--- config.mk ---
export PLATFORM = sky130hd
export DESIGN_NAME = riscv_decode_stage
export DESIGN_NICKNAME = d
export VERILOG_FILES = /design/src/rtl/riscv_pkg.sv /design/src/rtl/riscv_instr_decoder.sv /design/src/rtl/riscv_decode_stage.sv
export SDC_FILE = /design/constraint.sdc
export NUM_CORES = 1
export LEC_CHECK = 0
export BUFFER_PORTS_ARGS = -buffer_cell sky130_fd_sc_hd__buf_4
export CAP_MARGIN = 30
export CORE_ASPECT_RATIO = 0.8
export CORE_UTILIZATION = 50
export CTS_CLUSTER_SIZE = 24
export DETAILED_ROUTE_END_ITERATION = 16
export GPL_TIMING_DRIVEN = 0
export PLACE_DENSITY = 0.77
export SYNTH_ARGS = -nofsm -noshare
export SYNTH_HDL_FRONTEND = slang
export SYNTH_HIERARCHICAL = 1
export SYNTH_SLANG_ARGS = --single-unit
--- constraint.sdc ---
create_clock -name clk -period 3.6 [get_ports clk]
set_input_delay 0.54 -clock clk [delete_from_list [all_inputs] [get_ports clk]]
set_output_delay 0.54 -clock clk [all_outputs]
set_load 0.05 [all_outputs]
--- src/rtl/riscv_pkg.sv ---
// Shared RV32I types, opcode/funct constants and immediate extraction helpers.
package riscv_pkg;

  localparam int unsigned RV_XLEN = 32;
  localparam int unsigned RV_ADDR = 5;

  typedef logic [6:0] opcode_t;
  localparam opcode_t OP_LOAD    = 7'b0000011;
  localparam opcode_t OP_REG_IMM = 7'b0010011;
  localparam opcode_t OP_STORE   = 7'b0100011;
  localparam opcode_t OP_REG_REG = 7'b0110011;
  localparam opcode_t OP_BRANCH  = 7'b1100011;

  typedef logic [2:0] funct3_t;
  localparam funct3_t F3_ADD_SUB = 3'b000;
  localparam funct3_t F3_SLL     = 3'b001;
  localparam funct3_t F3_SRL_SRA = 3'b101;

  // ADD/SRL and SUB/SRA share encodings, so these are plain constants.
  typedef logic [6:0] funct7_t;
  localparam funct7_t F7_ADD = 7'b0000000;
  localparam funct7_t F7_SRL = 7'b0000000;
  localparam funct7_t F7_SUB = 7'b0100000;
  localparam funct7_t F7_SRA = 7'b0100000;

  typedef enum logic [2:0] {
    FMT_R   = 3'd0,
    FMT_I   = 3'd1,
    FMT_S   = 3'd2,
    FMT_B   = 3'd3,
    FMT_ILL = 3'd4
  } instr_fmt_t;

  typedef struct packed {
    logic [RV_XLEN-1:0] pc;
    opcode_t            opcode;
    instr_fmt_t         fmt;
    logic [RV_ADDR-1:0] rd;
    logic [RV_ADDR-1:0] rs1;
    logic [RV_ADDR-1:0] rs2;
    funct3_t            funct3;
    funct7_t            funct7;
    logic [RV_XLEN-1:0] imm;
    logic               reg_write;
    logic               mem_read;
    logic               mem_write;
    logic               branch;
    logic               alu_src_imm;
    logic               illegal;
  } decoded_instr_t;

  function automatic logic [RV_XLEN-1:0] imm_i(input logic [31:0] instr);
    return {{(RV_XLEN-12){instr[31]}}, instr[31:20]};
  endfunction

  function automatic logic [RV_XLEN-1:0] imm_s(input logic [31:0] instr);
    return {{(RV_XLEN-12){instr[31]}}, instr[31:25], instr[11:7]};
  endfunction

  function automatic logic [RV_XLEN-1:0] imm_b(input logic [31:0] instr);
    return {{(RV_XLEN-13){instr[31]}}, instr[31], instr[7], instr[30:25], instr[11:8], 1'b0};
  endfunction

endpackage

--- src/rtl/riscv_instr_decoder.sv ---
// Combinational RV32I decoder: raw instruction word to decoded_instr_t.
module riscv_instr_decoder
  import riscv_pkg::*;
(
  input  logic [31:0]         i_instr,
  input  logic [RV_XLEN-1:0]  i_pc,
  output decoded_instr_t      o_dec
);

  opcode_t w_op;
  funct3_t w_f3;
  funct7_t w_f7;
  logic    w_legal;

  assign w_op = i_instr[6:0];
  assign w_f3 = i_instr[14:12];
  assign w_f7 = i_instr[31:25];

  always_comb begin
    o_dec        = '0;
    o_dec.pc     = i_pc;
    o_dec.opcode = w_op;
    o_dec.rd     = i_instr[11:7];
    o_dec.rs1    = i_instr[19:15];
    o_dec.rs2    = i_instr[24:20];
    o_dec.funct3 = w_f3;
    w_legal      = 1'b0;
    case (w_op)
      OP_REG_REG: begin
        w_legal = (w_f7 == F7_ADD) ||
                  (w_f7 == F7_SUB && (w_f3 == F3_ADD_SUB || w_f3 == F3_SRL_SRA));
        o_dec.fmt       = FMT_R;
        o_dec.funct7    = w_f7;
        o_dec.reg_write = 1'b1;
      end
      OP_REG_IMM: begin
        w_legal = !((w_f3 == F3_SLL && w_f7 != F7_ADD) ||
                    (w_f3 == F3_SRL_SRA && w_f7 != F7_SRL && w_f7 != F7_SRA));
        o_dec.fmt         = FMT_I;
        // Shift-immediates carry their funct7 through to execute.
        o_dec.funct7      = (w_f3 == F3_SLL || w_f3 == F3_SRL_SRA) ? w_f7 : '0;
        o_dec.imm         = imm_i(i_instr);
        o_dec.reg_write   = 1'b1;
        o_dec.alu_src_imm = 1'b1;
      end
      OP_LOAD: begin
        w_legal = !(w_f3 == 3'b011 || w_f3[2:1] == 2'b11);
        o_dec.fmt         = FMT_I;
        o_dec.imm         = imm_i(i_instr);
        o_dec.reg_write   = 1'b1;
        o_dec.mem_read    = 1'b1;
        o_dec.alu_src_imm = 1'b1;
      end
      OP_STORE: begin
        w_legal = (w_f3 < 3'b011);
        o_dec.fmt         = FMT_S;
        o_dec.rd          = '0;
        o_dec.imm         = imm_s(i_instr);
        o_dec.mem_write   = 1'b1;
        o_dec.alu_src_imm = 1'b1;
      end
      OP_BRANCH: begin
        w_legal = (w_f3[2:1] != 2'b01);
        o_dec.fmt    = FMT_B;
        o_dec.rd     = '0;
        o_dec.imm    = imm_b(i_instr);
        o_dec.branch = 1'b1;
      end
      default: ;
    endcase
    if (!w_legal || i_instr[1:0] != 2'b11) begin
      o_dec.fmt         = FMT_ILL;
      o_dec.rd          = i_instr[11:7];
      o_dec.funct7      = '0;
      o_dec.imm         = '0;
      o_dec.reg_write   = 1'b0;
      o_dec.mem_read    = 1'b0;
      o_dec.mem_write   = 1'b0;
      o_dec.branch      = 1'b0;
      o_dec.alu_src_imm = 1'b0;
      o_dec.illegal     = 1'b1;
    end
  end

endmodule

--- src/rtl/riscv_decode_stage.sv ---
// Decode pipeline stage: single-entry valid/ready register around the decoder.
module riscv_decode_stage #(
  parameter int unsigned XLEN = 32,
  parameter int unsigned ADDR = 5
) (
  input  logic            clk,
  input  logic            rst,
  input  logic            in_valid,
  output logic            in_ready,
  input  logic [31:0]     in_instr,
  input  logic [XLEN-1:0] in_pc,
  input  logic            flush,
  output logic            out_valid,
  input  logic            out_ready,
  output logic [XLEN-1:0] out_pc,
  output logic [6:0]      out_opcode,
  output logic [2:0]      out_fmt,
  output logic [ADDR-1:0] out_rd,
  output logic [ADDR-1:0] out_rs1,
  output logic [ADDR-1:0] out_rs2,
  output logic [2:0]      out_funct3,
  output logic [6:0]      out_funct7,
  output logic [XLEN-1:0] out_imm,
  output logic            out_reg_write,
  output logic            out_mem_read,
  output logic            out_mem_write,
  output logic            out_branch,
  output logic            out_alu_src_imm,
  output logic            out_illegal
);
  import riscv_pkg::*;

  decoded_instr_t w_dec;
  decoded_instr_t r_out;
  logic           r_valid;
  logic           w_accept;

  riscv_instr_decoder u_decoder (
    .i_instr (in_instr),
    .i_pc    (in_pc),
    .o_dec   (w_dec)
  );

  assign in_ready = !r_valid || out_ready;
  assign w_accept = in_valid && in_ready;

  // Flush drops both the held entry and anything offered this cycle.
  always_ff @(posedge clk) begin
    if (rst) begin
      r_valid <= 1'b0;
      r_out   <= '0;
    end else if (flush) begin
      r_valid <= 1'b0;
    end else if (w_accept) begin
      r_valid <= 1'b1;
      r_out   <= w_dec;
    end else if (out_ready) begin
      r_valid <= 1'b0;
    end
  end

  assign out_valid       = r_valid;
  assign out_pc          = r_out.pc;
  assign out_opcode      = r_out.opcode;
  assign out_fmt         = r_out.fmt;
  assign out_rd          = r_out.rd;
  assign out_rs1         = r_out.rs1;
  assign out_rs2         = r_out.rs2;
  assign out_funct3      = r_out.funct3;
  assign out_funct7      = r_out.funct7;
  assign out_imm         = r_out.imm;
  assign out_reg_write   = r_out.reg_write;
  assign out_mem_read    = r_out.mem_read;
  assign out_mem_write   = r_out.mem_write;
  assign out_branch      = r_out.branch;
  assign out_alu_src_imm = r_out.alu_src_imm;
  assign out_illegal     = r_out.illegal;

endmodule
==> results of run 1 <==
## sequential cells by signal, summed over array words and instances (netlist names)
name and count:
out_illegal 1, out_funct7 7, out_pc 32, out_rd 5
out_funct3 3, out_rs1 5, out_alu_src_imm 1, out_reg_write 1
out_valid 1, out_branch 1, out_mem_read 1, out_opcode 7
out_mem_write 1, out_imm 32, out_rs2 5, out_fmt 3
## metal layers
| metal | up-vias | track usage [%] |
|---|---|---|
| li1 | 2233 | - |
| met1 | 2088 | 29.6 |
| met2 | 147 | 36.7 |
| met3 | 17 | 4.24 |
| met4 | 0 | 7.23 |
| met5 | - | 0 |
## worst max path at each step
| stage | startpoint | endpoint | cells after the start |
|---|---|---|---|
| floorplan | in_instr[25] | out_imm[13] | 7 |
| global placement | in_instr[25] | out_imm[23] | 8 |
| detailed placement | in_instr[25] | out_imm[20] | 9 |
| CTS | in_instr[25] | out_imm[20] | 9 |
| global route | in_instr[25] | out_imm[20] | 9 |
| finish | in_instr[25] | out_imm[20] | 9 |
## worst register-to-register path, cell delays in order (launching register included)
cell     delay (ns)
dfxtp_1        0.31
nor2b_4        0.13
nor3b_2        0.15
buf_4          0.18
buf_8          0.19
buf_12         0.16
mux2i_1        0.21
## cells in the final DEF, fill, tap and decap left out, types with 3 or more instances in the layout
| cell | netlist | routed |
|---|---|---|
| a22oi_1 | 4 | 4 |
| a311oi_1 | 3 | 3 |
| nand2_1 | 3 | 3 |
| a21oi_1 | 5 | 5 |
| nor2_1 | 5 | 5 |
| buf_12 | 5 | 5 |
| a31oi_1 | 9 | 9 |
| o21ai_0 | 4 | 4 |
| nand2b_1 | 212 | 212 |
| mux2i_1 | 105 | 105 |
| dfxtp_1 | 106 | 106 |
| buf_4 | 84 | 221 |
| clkbuf_16 | 0 | 9 |
| inv_1 | 8 | 8 |
| clkbuf_1 | 27 | 27 |
| nor2b_1 | 7 | 7 |
| conb_1 | 1 | 6 |
## report_power, final
group,switching (mW),internal (mW)
clock network,0.451,0.630
logic,0.295,0.229
registers,0.0224,1.21
total,0.768,2.07
## cell type report
cell class	instances	share of cell area, %
Multi-Input combinational cell	389	38.9
Tap cell	148	2.48
Sequential cell	106	28.4
Buffer	118	11.5
Timing Repair Buffer	138	13.9
Clock inverter	6	1.19
Inverter	8	0.402
Clock buffer	10	3.20
## stage by stage
step	cells	area [µm²]	util [%]	setup TNS [ns]	total power, mW
floorplan	621	5920	-	0	1.63
global placement	906	7130	61.9	-9.61	1.78
detailed placement	907	7140	62.0	0	1.78
CTS	923	7470	64.8	0	2.86
global route	923	7470	64.8	0	2.95
finish	923	7470	64.8	0	2.84
## kinds of logic (layout without fill, tap and decap cells)
group / count (synthesis) / count (layout) / share of synthesized area [%]
simple gates: 242 / 242 / 25.9
mux: 105 / 105 / 17.8
xor+xnor: 1 / 1 / 0.149
buf+inv: 126 / 280 / 15.1
other cells: 1 / 6 / 0.0636
compound gates: 35 / 35 / 5.03
flops: 106 / 106 / 36.0
==> impl_results.md, run 1 <==
* Status: complete, no violations
* Routability cong. at 0.953
* Clock tree sinks at 106
* Area of the multi-input gates at 2910 µm²
* Chip height at 99.1 µm
* Hold path depth at 2
* Antenna Nets Post-Route at 0
* Post-synth top cells: nand2b_1, dfxtp_1, mux2i_1, buf_4, clkbuf_1
* CTS clk-pin slew, worst paths at 0.07 ns
* CP Launch Type: input pin
* Post-synth EDFFs at 0
* Avg Synthesized Cell Area at 9.57 µm²
* Tmin final at 2.77 ns
* Avg Vias per Cell at 4.86
* Distinct cells, synth at 37
* Starting Density at 51.2%
* Die area at 12200 µm²
* RSZ-0062 raised after global routing: false
* DRC at 0
* WL final at 13.7 mm
* Detailed-route via count at 4485
* Number of H-tree levels at 3
* Root buffer cell: clkbuf_16
* Max-cap violations at 0
* Row cnt at 35
* Top routing layer in use: met4
* Top cell type's share of synthesized area at 36.0%
* Final clock skew at 0.00386 ns
* Syn Std Cell Area at 5900 µm²
* Min-delay worst type: input pin to flip-flop
* Hold wc startpoint: flush
* R2R cell count at 6
* R2R setup slack at 2.19 ns
* Number of buffers added on ports at 137
* Most frequent cell after synthesis: nand2b_1
* Global-route wire length before repair at 21.4 mm
* Maximum vdd ir drop at 269 µV
* Max clock buf depth at 2
* Worst setup EP type: flip-flop
* Synth Flop Type: dfxtp_1
* Grt total ovfl at 0
* CP max stage delay at 0.67 ns
* F_max at 361 MHz
* Worst path bufs/invs at 3
* Cells along the critical path: buf_4 -> or4_4 -> a2111oi_4 -> o2111ai_4 -> a21boi_1 -> buf_6 -> buf_4 -> nand2b_1 -> mux2i_1
* Critical path's slowest cell: a21boi_1
* Worst Path Required at 3.87 ns
* Crit path max fanout at 13
* Initial antenna violation count at 0
* WL met3 at 920 µm
* DR WL met2 at 6.25 mm
* Worst slew margin at 50.7%
* Pre-CTS WS at 0.497 ns
* Top delay family on crit path: compound AO/OA/AOI/OAI gates
* Hold endpoint: out_valid
* Gr usage total at 22.4%
* Iter 0 DRT Violations at 185
* Post-cts resize count at 0
* CTS tree: done
* Post-DP HPWL at 10.2 mm
* #FFs+latches synth at 106
* Syn-to-layout area delta at 26.6%
* Synth async-reset ratio at 0%
* Reg2reg end: out_opcode[0]
* # setup viols final at 0
* Horiz. Die Dim at 123 µm
* Post-synthesis cell count at 616
* Share of layout cells above drive strength 1 at 32.8%
* Post-layout net count at 839
* Hold-fix buffers, CTS at 0
* WL/cell at 14.8 µm
* Core outline area at 11500 µm²
* Synth top area cells: dfxtp_1, nand2b_1, mux2i_1
* Post-route clock period utilization at 76.9%
* Seq/Total Area, Yosys at 36.0%
* Worst R2R Start: out_valid
* Vias in the first global route at 4380
* Largest net degree at the start of global routing at 18
* Fill count at 967
* Final setup margin at 0.833 ns
* Power density cells at 380 nW/µm²
* Total clock buffers created by CTS at 9
* Post-CTS Setup Inserts at 0
* Final Hold Viols at 0
* Worst Tran Pin Value at 0.737 ns
* FF/Latch Area at 2120 µm²
* Critical path class: input pin to flip-flop
* IO Pins at 176
* Iteration count of the initial detailed-routing pass at 4
* Ys Warns at 6
* Number of diodes at 0
* Post-route met1 wirelength at 6.27 mm
* Leading area contributor after synthesis: dfxtp_1
* Max Transition Viols Final at 0
* P_leak at 3.16 nW
* Clk_lat worst skew at 0.34 ns
* CP most frequent cell: buf_4
* Crit path DAT at 3.03 ns
* WHS at 0.374 ns
Note: power is estimated with default switching activity, not from simulation.
==> run 2, diff against run 1 <==
Settings changed: ABC_AREA from default to 1.
Clock period 3.6 ns to 2.7 ns, I/O delays scaled along.
==> impl_results.md, run 2 <==
* Avg Synthesized Cell Area at 6.61 µm² (-31%)
* Post-synth top cells: nand2_1, inv_1, nor2_1, nand3_1, a21oi_1
* Worst slew margin at 61.7% (+11 points)
* Seq/Total Area, Yosys at 35.5% (-0.51 points)
* Commonest non-fill, non-tap cells in the layout: buf_4, nand2_1, inv_1
* R2R setup slack at 1.38 ns (-0.81 ns)
* Vias in the first global route at 4998 (+14%)
* Number of H-tree levels at 3 (unchanged)
* Number of buffers added on ports at 138 (+0.73%)
* Syn-to-layout area delta at 26.2%
* Post-cts resize count at 0 (unchanged)
* Synth async-reset ratio at 0% (unchanged)
* Maximum vdd ir drop at 319 µV (+19%)
* Leading area contributor after synthesis: dfxtp_1
* Max Transition Viols Final at 0 (unchanged)
* Final clock skew at 0.00802 ns (+0.00417 ns)
* Distinct cells, synth at 24 (-35%)
* Max clock buf depth at 2 (unchanged)
* Post-layout net count at 1128 (+34%)
* Grt total ovfl at 0 (unchanged)
* Syn Std Cell Area at 5980 µm² (+1.4%)
* Synth Flop Type: dfxtp_1
* Setup TNS at 0 ns (unchanged)
* WL/cell at 12.3 µm (-17%)
* Xor and xnor area share after synthesis at 0% (-0.15 points)
* Chip height at 99.8 µm (+0.70%)
* Hold path depth at 2 (unchanged)
* Number of diodes at 0 (unchanged)
* Hold-fix buffers, CTS at 0 (unchanged)
* Placed insts at 1196 (+32%)
* Synth Area in Compound Gates at 9.29% (+4.3 points)
* Gr usage total at 24.0% (+1.6 points)
* Post-DP HPWL at 11.0 mm (+7.3%)
* Hold wc startpoint: rst
* Worst Path Required at 2.98 ns (-0.89 ns)
* CTS clk-pin slew, worst paths at 0.07 ns (about the same)
* Tmin final at 2.04 ns
* Root buffer cell: clkbuf_16
* Max-cap violations at 0 (unchanged)
* Worst R2R Start: out_valid
* Avg Vias per Cell at 4.74 (-2.5%)
* Ys Warns at 6 (unchanged)
* Hold endpoint: out_valid
* IO Pins at 176 (unchanged)
* Post-synth EDFFs at 0 (unchanged)
* Cells along the critical path: buf_4 -> nor2_2 -> nand2_2 -> nor2_4 -> nand2_4 -> nand3_4 -> nand2_1 -> inv_1 -> buf_4 -> inv_1 -> nand3_1 -> nand2_1 -> nor2_1
* Worst setup EP type: flip-flop
* Final instance count without filler cells at 1211 (+31%)
* Clock tree sinks at 106 (unchanged)
* Total power at 4.20 mW (+48%)
* Power density cells at 556 nW/µm² (+46%)
* # setup viols final at 0 (unchanged)
* #FFs+latches synth at 106 (unchanged)
* Starting Density at 51.5% (+0.35 points)
* CTS tree: done
* CP max stage delay at 0.43 ns (-0.24 ns)
* Total clock buffers created by CTS at 9 (unchanged)
* Iteration count of the initial detailed-routing pass at 5 (+1)
* Final setup margin at 0.656 ns (-0.177 ns)
* Top cell type's share of synthesized area at 35.5% (-0.51 points)
* Row cnt at 35 (unchanged)
* F_max at 489 MHz
* Die area at 12400 µm² (+1.4%)
* Clk_lat worst skew at 0.34 ns (about the same)
* P_leak at 4.05 nW (+28%)
* RSZ-0062 raised after global routing: false
* Critical path class: input pin to flip-flop
* Critical path's slowest cell: inv_1
* Post-route clock period utilization at 75.7%
* Detailed-route via count at 5739 (+28%)
* Synth top area cells: dfxtp_1, buf_4, nand3_1
* Min-delay worst type: input pin to flip-flop
* WHS at 0.229 ns (-0.145 ns)
* DRC at 0 (unchanged)
* Crit path DAT at 2.32 ns (-0.71 ns)
* R2R cell count at 5 (-1)
* Reg2reg end: out_pc[3]
* Main combinational cell family by area after synthesis: simple AND/OR/NAND/NOR gates
* Iter 0 DRT Violations at 258 (+39%)
* Most frequent cell after synthesis: nand2_1
* Final Hold Viols at 0 (unchanged)
* Post-synthesis cell count at 905 (+47%)
* Antenna Nets Post-Route at 0 (unchanged)
* Share of layout cells above drive strength 1 at 28.9% (-3.9 points)
* Crit path max fanout at 20 (+7)
* Initial antenna violation count at 0 (unchanged)
* Largest net degree at the start of global routing at 21 (+3)
* Mux cell area share after synthesis at 0% (-18 points)
* Status: complete, no violations
* Global-route wire length before repair at 24.1 mm (+13%)
* Post-Synth Simple-Gate Area at 29.8% (+3.9 points)
* Post-synthesis adder-cell area fraction at 0% (unchanged)
* CP Launch Type: input pin
* Worst Tran Pin Value at 0.574 ns (-0.163 ns)
* Horiz. Die Dim at 124 µm (+0.71%)
* Most common cell after layout, fill and taps aside: buf_4
* WL final at 14.9 mm (+9.0%)
* Pre-CTS WS at 0.317 ns (-0.180 ns)
* Routability cong. at 0.856 (-10%)
* Core outline area at 11600 µm² (+0.76%)
* Post-CTS Setup Inserts at 0 (unchanged)
-- run 2: per-stage QoR --
step / instance area, µm² / util [%]
6_report: 7550 / 65.0
4_1_cts: 7550 / 65.0
2_1_floorplan: 6000 / -
5_1_grt: 7550 / 65.0
3_5_place_dp: 7220 / 62.2
3_3_place_gp: 7220 / 62.2
-- run 2: worst max path at each step --
| stage | depth (start not counted) | slack [ns] | from | to |
|---|---|---|---|---|
| 3_3_place_gp | 15 | 0.37 | in_instr[4] | out_imm[15] |
| 4_1_cts | 15 | 0.68 | in_instr[4] | out_imm[31] |
| 6_report | 13 | 0.66 | in_instr[5] | out_imm[31] |
| 5_1_grt | 13 | 0.43 | in_instr[5] | out_imm[25] |
| 3_5_place_dp | 15 | 0.32 | in_instr[4] | out_imm[15] |
| 2_1_floorplan | 14 | 0.84 | in_instr[4] | out_imm[31] |
-- run 2: power by group --
part           total, mW  switching [mW]  internal [mW]
registers           1.72          0.0569           1.67
clock network       1.43           0.591          0.840
logic               1.04           0.680          0.364
total               4.20            1.33           2.87
-- run 2: layout make-up --
type	count	area, µm²
clock inverters	5	86.3
inverters	146	548
well taps	148	185
repair buffers	138	1040
plain buffers	136	970
fillers	1141	4060
clock buffers	10	239
multi-input cells	522	2360
flip-flops and latches	106	2120
-- run 2: cells by family (layout without fill, tap and decap cells) --
logic type,after synthesis,count (layout)
other,1,6
buffers and inverters,282,435
AND/OR/NAND/NOR,405,405
flip-flops,106,106
AO/OA/AOI/OAI,111,111
-- run 2: metal layers --
layer  routed length (µm)  vias up  global-route usage (%)
met5                    0        -                       0
met4                  158        0                    6.58
met3                 1200       12                    5.70
met2                 6560      186                    37.7
met1                 7000     2548                    32.9
li1                     -     2993                       -
-- run 2: worst max-delay path, delay by kind of cell --
| kind | cells | cell delay (ns) |
|---|---|---|
| buffers and inverters | 4 | 0.79 |
| AND/OR/NAND/NOR | 9 | 1.10 |
==> run 3, diff against run 2 <==
Settings changed: CORE_UTILIZATION 50 to 48.
Clock period 2.7 ns to 1.85 ns, I/O delays scaled along.
==> impl_results.md, run 3 (synthesis gave the netlist of run 2 again) <==
* Largest net degree at the start of global routing at 21 (unchanged)
* Tmin final at 1.76 ns
* Critical path's slowest cell: dfxtp_1
* Iter 0 DRT Violations at 219 (-15%)
* IO Pins at 176 (unchanged)
* Most common cell after layout, fill and taps aside: buf_4
* Hold path depth at 2 (unchanged)
* WL met3 at 816 µm (-32%)
* Worst R2R Start: out_valid
* Commonest non-fill, non-tap cells in the layout: buf_4, nand2_1, inv_1
* DP Area at 7230 µm² (about the same)
* Iteration count of the initial detailed-routing pass at 5 (unchanged)
* Max Transition Viols Final at 0 (unchanged)
* Hold endpoint: out_valid
* Number of H-tree levels at 3 (unchanged)
* Crit path max fanout at 10 (-50%)
* Max-cap violations at 0 (unchanged)
* Global-route wire length before repair at 23.8 mm (-1.2%)
* DRC at 0 (unchanged)
* CTS clk-pin slew, worst paths at 0.07 ns (about the same)
* Pre-CTS WS at -0.401 ns (-0.718 ns)
* Reg2reg end: out_funct7[6]
* Syn-to-layout area delta at 26.4%
* F_max at 569 MHz
* Grt total ovfl at 0 (unchanged)
* Final Cell Area at 7560 µm² (+0.15%)
* Number of diodes at 0 (unchanged)
* RSZ-0062 raised after global routing: false
* Hold-fix buffers, CTS at 0 (unchanged)
* Antenna Nets Post-Route at 0 (unchanged)
* Post-layout net count at 1131 (+0.27%)
* WL/cell at 12.2 µm (-0.71%)
* Final instance count without filler cells at 1219 (+0.66%)
* Critical path class: flip-flop to output port
* Power density cells at 790 nW/µm² (+42%)
* Gr usage total at 23.1% (-0.82 points)
* CTS tree: done
* CP max stage delay at 0.32 ns (-0.11 ns)
* Hold wc startpoint: rst
* Starting Density at 49.2% (-2.4 points)
* Detailed-route via count at 5742 (+0.052%)
* Chip height at 102 µm (+2.0%)
* Worst slew margin at 66.2% (+4.5 points)
* Die area at 12900 µm² (+4.1%)
* Clock tree sinks at 106 (unchanged)
* Routability cong. at 0.813 (-5.0%)
* Total clock buffers created by CTS at 9 (unchanged)
* Vias in the first global route at 4960 (-0.76%)
* Core outline area at 12200 µm² (+4.8%)
* P_leak at 4.04 nW (-0.21%)
* Cells along the critical path: nand2_1 -> buf_6 -> buf_4 -> buf_4
* Min-delay worst type: input pin to flip-flop
* R2R setup slack at 0.51 ns (-0.87 ns)
* Top routing layer in use: met4
* DR WL met2 at 6.53 mm (-0.44%)
* Root buffer cell: clkbuf_16
* Share of layout cells above drive strength 1 at 29.2% (+0.36 points)
* Placed insts at 1200 (+0.33%)
* # setup viols final at 0 (unchanged)
* Maximum vdd ir drop at 487 µV (+52%)
* WL final at 14.9 mm (about the same)
* Crit path DAT at 1.48 ns (-0.84 ns)
* Initial antenna violation count at 0 (unchanged)
* Final setup margin at 0.0941 ns (-0.562 ns)
* Number of buffers added on ports at 138 (unchanged)
* CP most frequent cell: buf_4
* Post-DP HPWL at 10.8 mm (-1.3%)
* Worst setup EP type: output port
* Worst Path Required at 1.57 ns (-1.41 ns)
* Final Hold Viols at 0 (unchanged)
* Post-route met1 wirelength at 7.37 mm (+5.3%)
* Clk_lat worst skew at 0.35 ns (about the same)
* Status: complete, no violations
* Final clock skew at 0.00687 ns (-0.00116 ns)
* Max clock buf depth at 2 (unchanged)
* Worst Tran Pin Value at 0.507 ns (-0.0673 ns)
* R2R cell count at 5 (unchanged)
* Horiz. Die Dim at 127 µm (+2.0%)
* CP Launch Type: flip-flop
* Post-route clock period utilization at 94.9%
* Setup TNS at 0 ns (unchanged)
* Row cnt at 36 (+2.9%)
* Avg Vias per Cell at 4.71 (-0.60%)
-- run 3: changes by cell type in the layout (fill, tap and decap cells not counted), sizes merged --
cell,previous run,this run
clkinv,1,4
clkinvlp,2,5
bufinv,2,1
inv,146,145
-- run 3: layout make-up --
| class | count | area [µm²] |
|---|---|---|
| sequential | 106 | 2120 |
| timing repair buffer | 138 | 1040 |
| buffer | 136 | 973 |
| clock inverter | 6 | 65.1 |
| tap | 152 | 190 |
| inverter | 146 | 552 |
| multi-input combinational | 522 | 2370 |
| timing repair inverter | 3 | 22.5 |
| fill | 1195 | 4600 |
| clock buffer | 10 | 229 |
-- run 3: per-stage QoR --
stage	util (%)	power (mW)	hold slack [ns]
after floorplan	-	3.65	0.354
after global placement	59.4	4.07	0.461
after detailed placement	59.4	4.09	0.461
after CTS	61.9	6.01	0.0872
after global routing	62.2	6.23	0.0920
final	62.2	5.97	0.0929
-- run 3: power by group --
| group | internal, mW | total, mW | switching (mW) |
|---|---|---|---|
| registers | 2.43 | 2.51 | 0.0832 |
| logic | 0.533 | 1.53 | 0.993 |
| clock network | 1.05 | 1.93 | 0.879 |
| total | 4.02 | 5.97 | 1.96 |
-- run 3: worst max path at each step --
stage / from / endpoint / slack, ns / cells after the start
after floorplan: in_instr[4] / out_imm[31] / 0.12 / 14
after global placement: in_instr[4] / out_imm[15] / -0.36 / 15
after detailed placement: in_instr[4] / out_imm[15] / -0.40 / 15
after CTS: out_valid / in_ready / 0.05 / 4
after global routing: out_valid / in_ready / 0.04 / 4
final: out_valid / in_ready / 0.09 / 4
-- run 3: worst max-delay path, delay by kind of cell, from the launching register on --
kind / cells / cell delay [ns]
buffers and inverters: 3 / 0.63
DFF: 1 / 0.32
and+or+nand+nor: 1 / 0.17
-- run 3: routing by layer --
| metal | up-vias | track usage [%] |
|---|---|---|
| met5 | - | 0 |
| met4 | 0 | 5.95 |
| met3 | 15 | 4.87 |
| met2 | 146 | 37.4 |
| met1 | 2583 | 31.7 |
| li1 | 2998 | - |
-- run 3: what timing repair did --
item | in CTS | in global routing
endpoints found under the setup margin | 14 | 20
resized for setup | 1 | 6
gates cloned | 0 | 3
setup buffers | 0 | 0
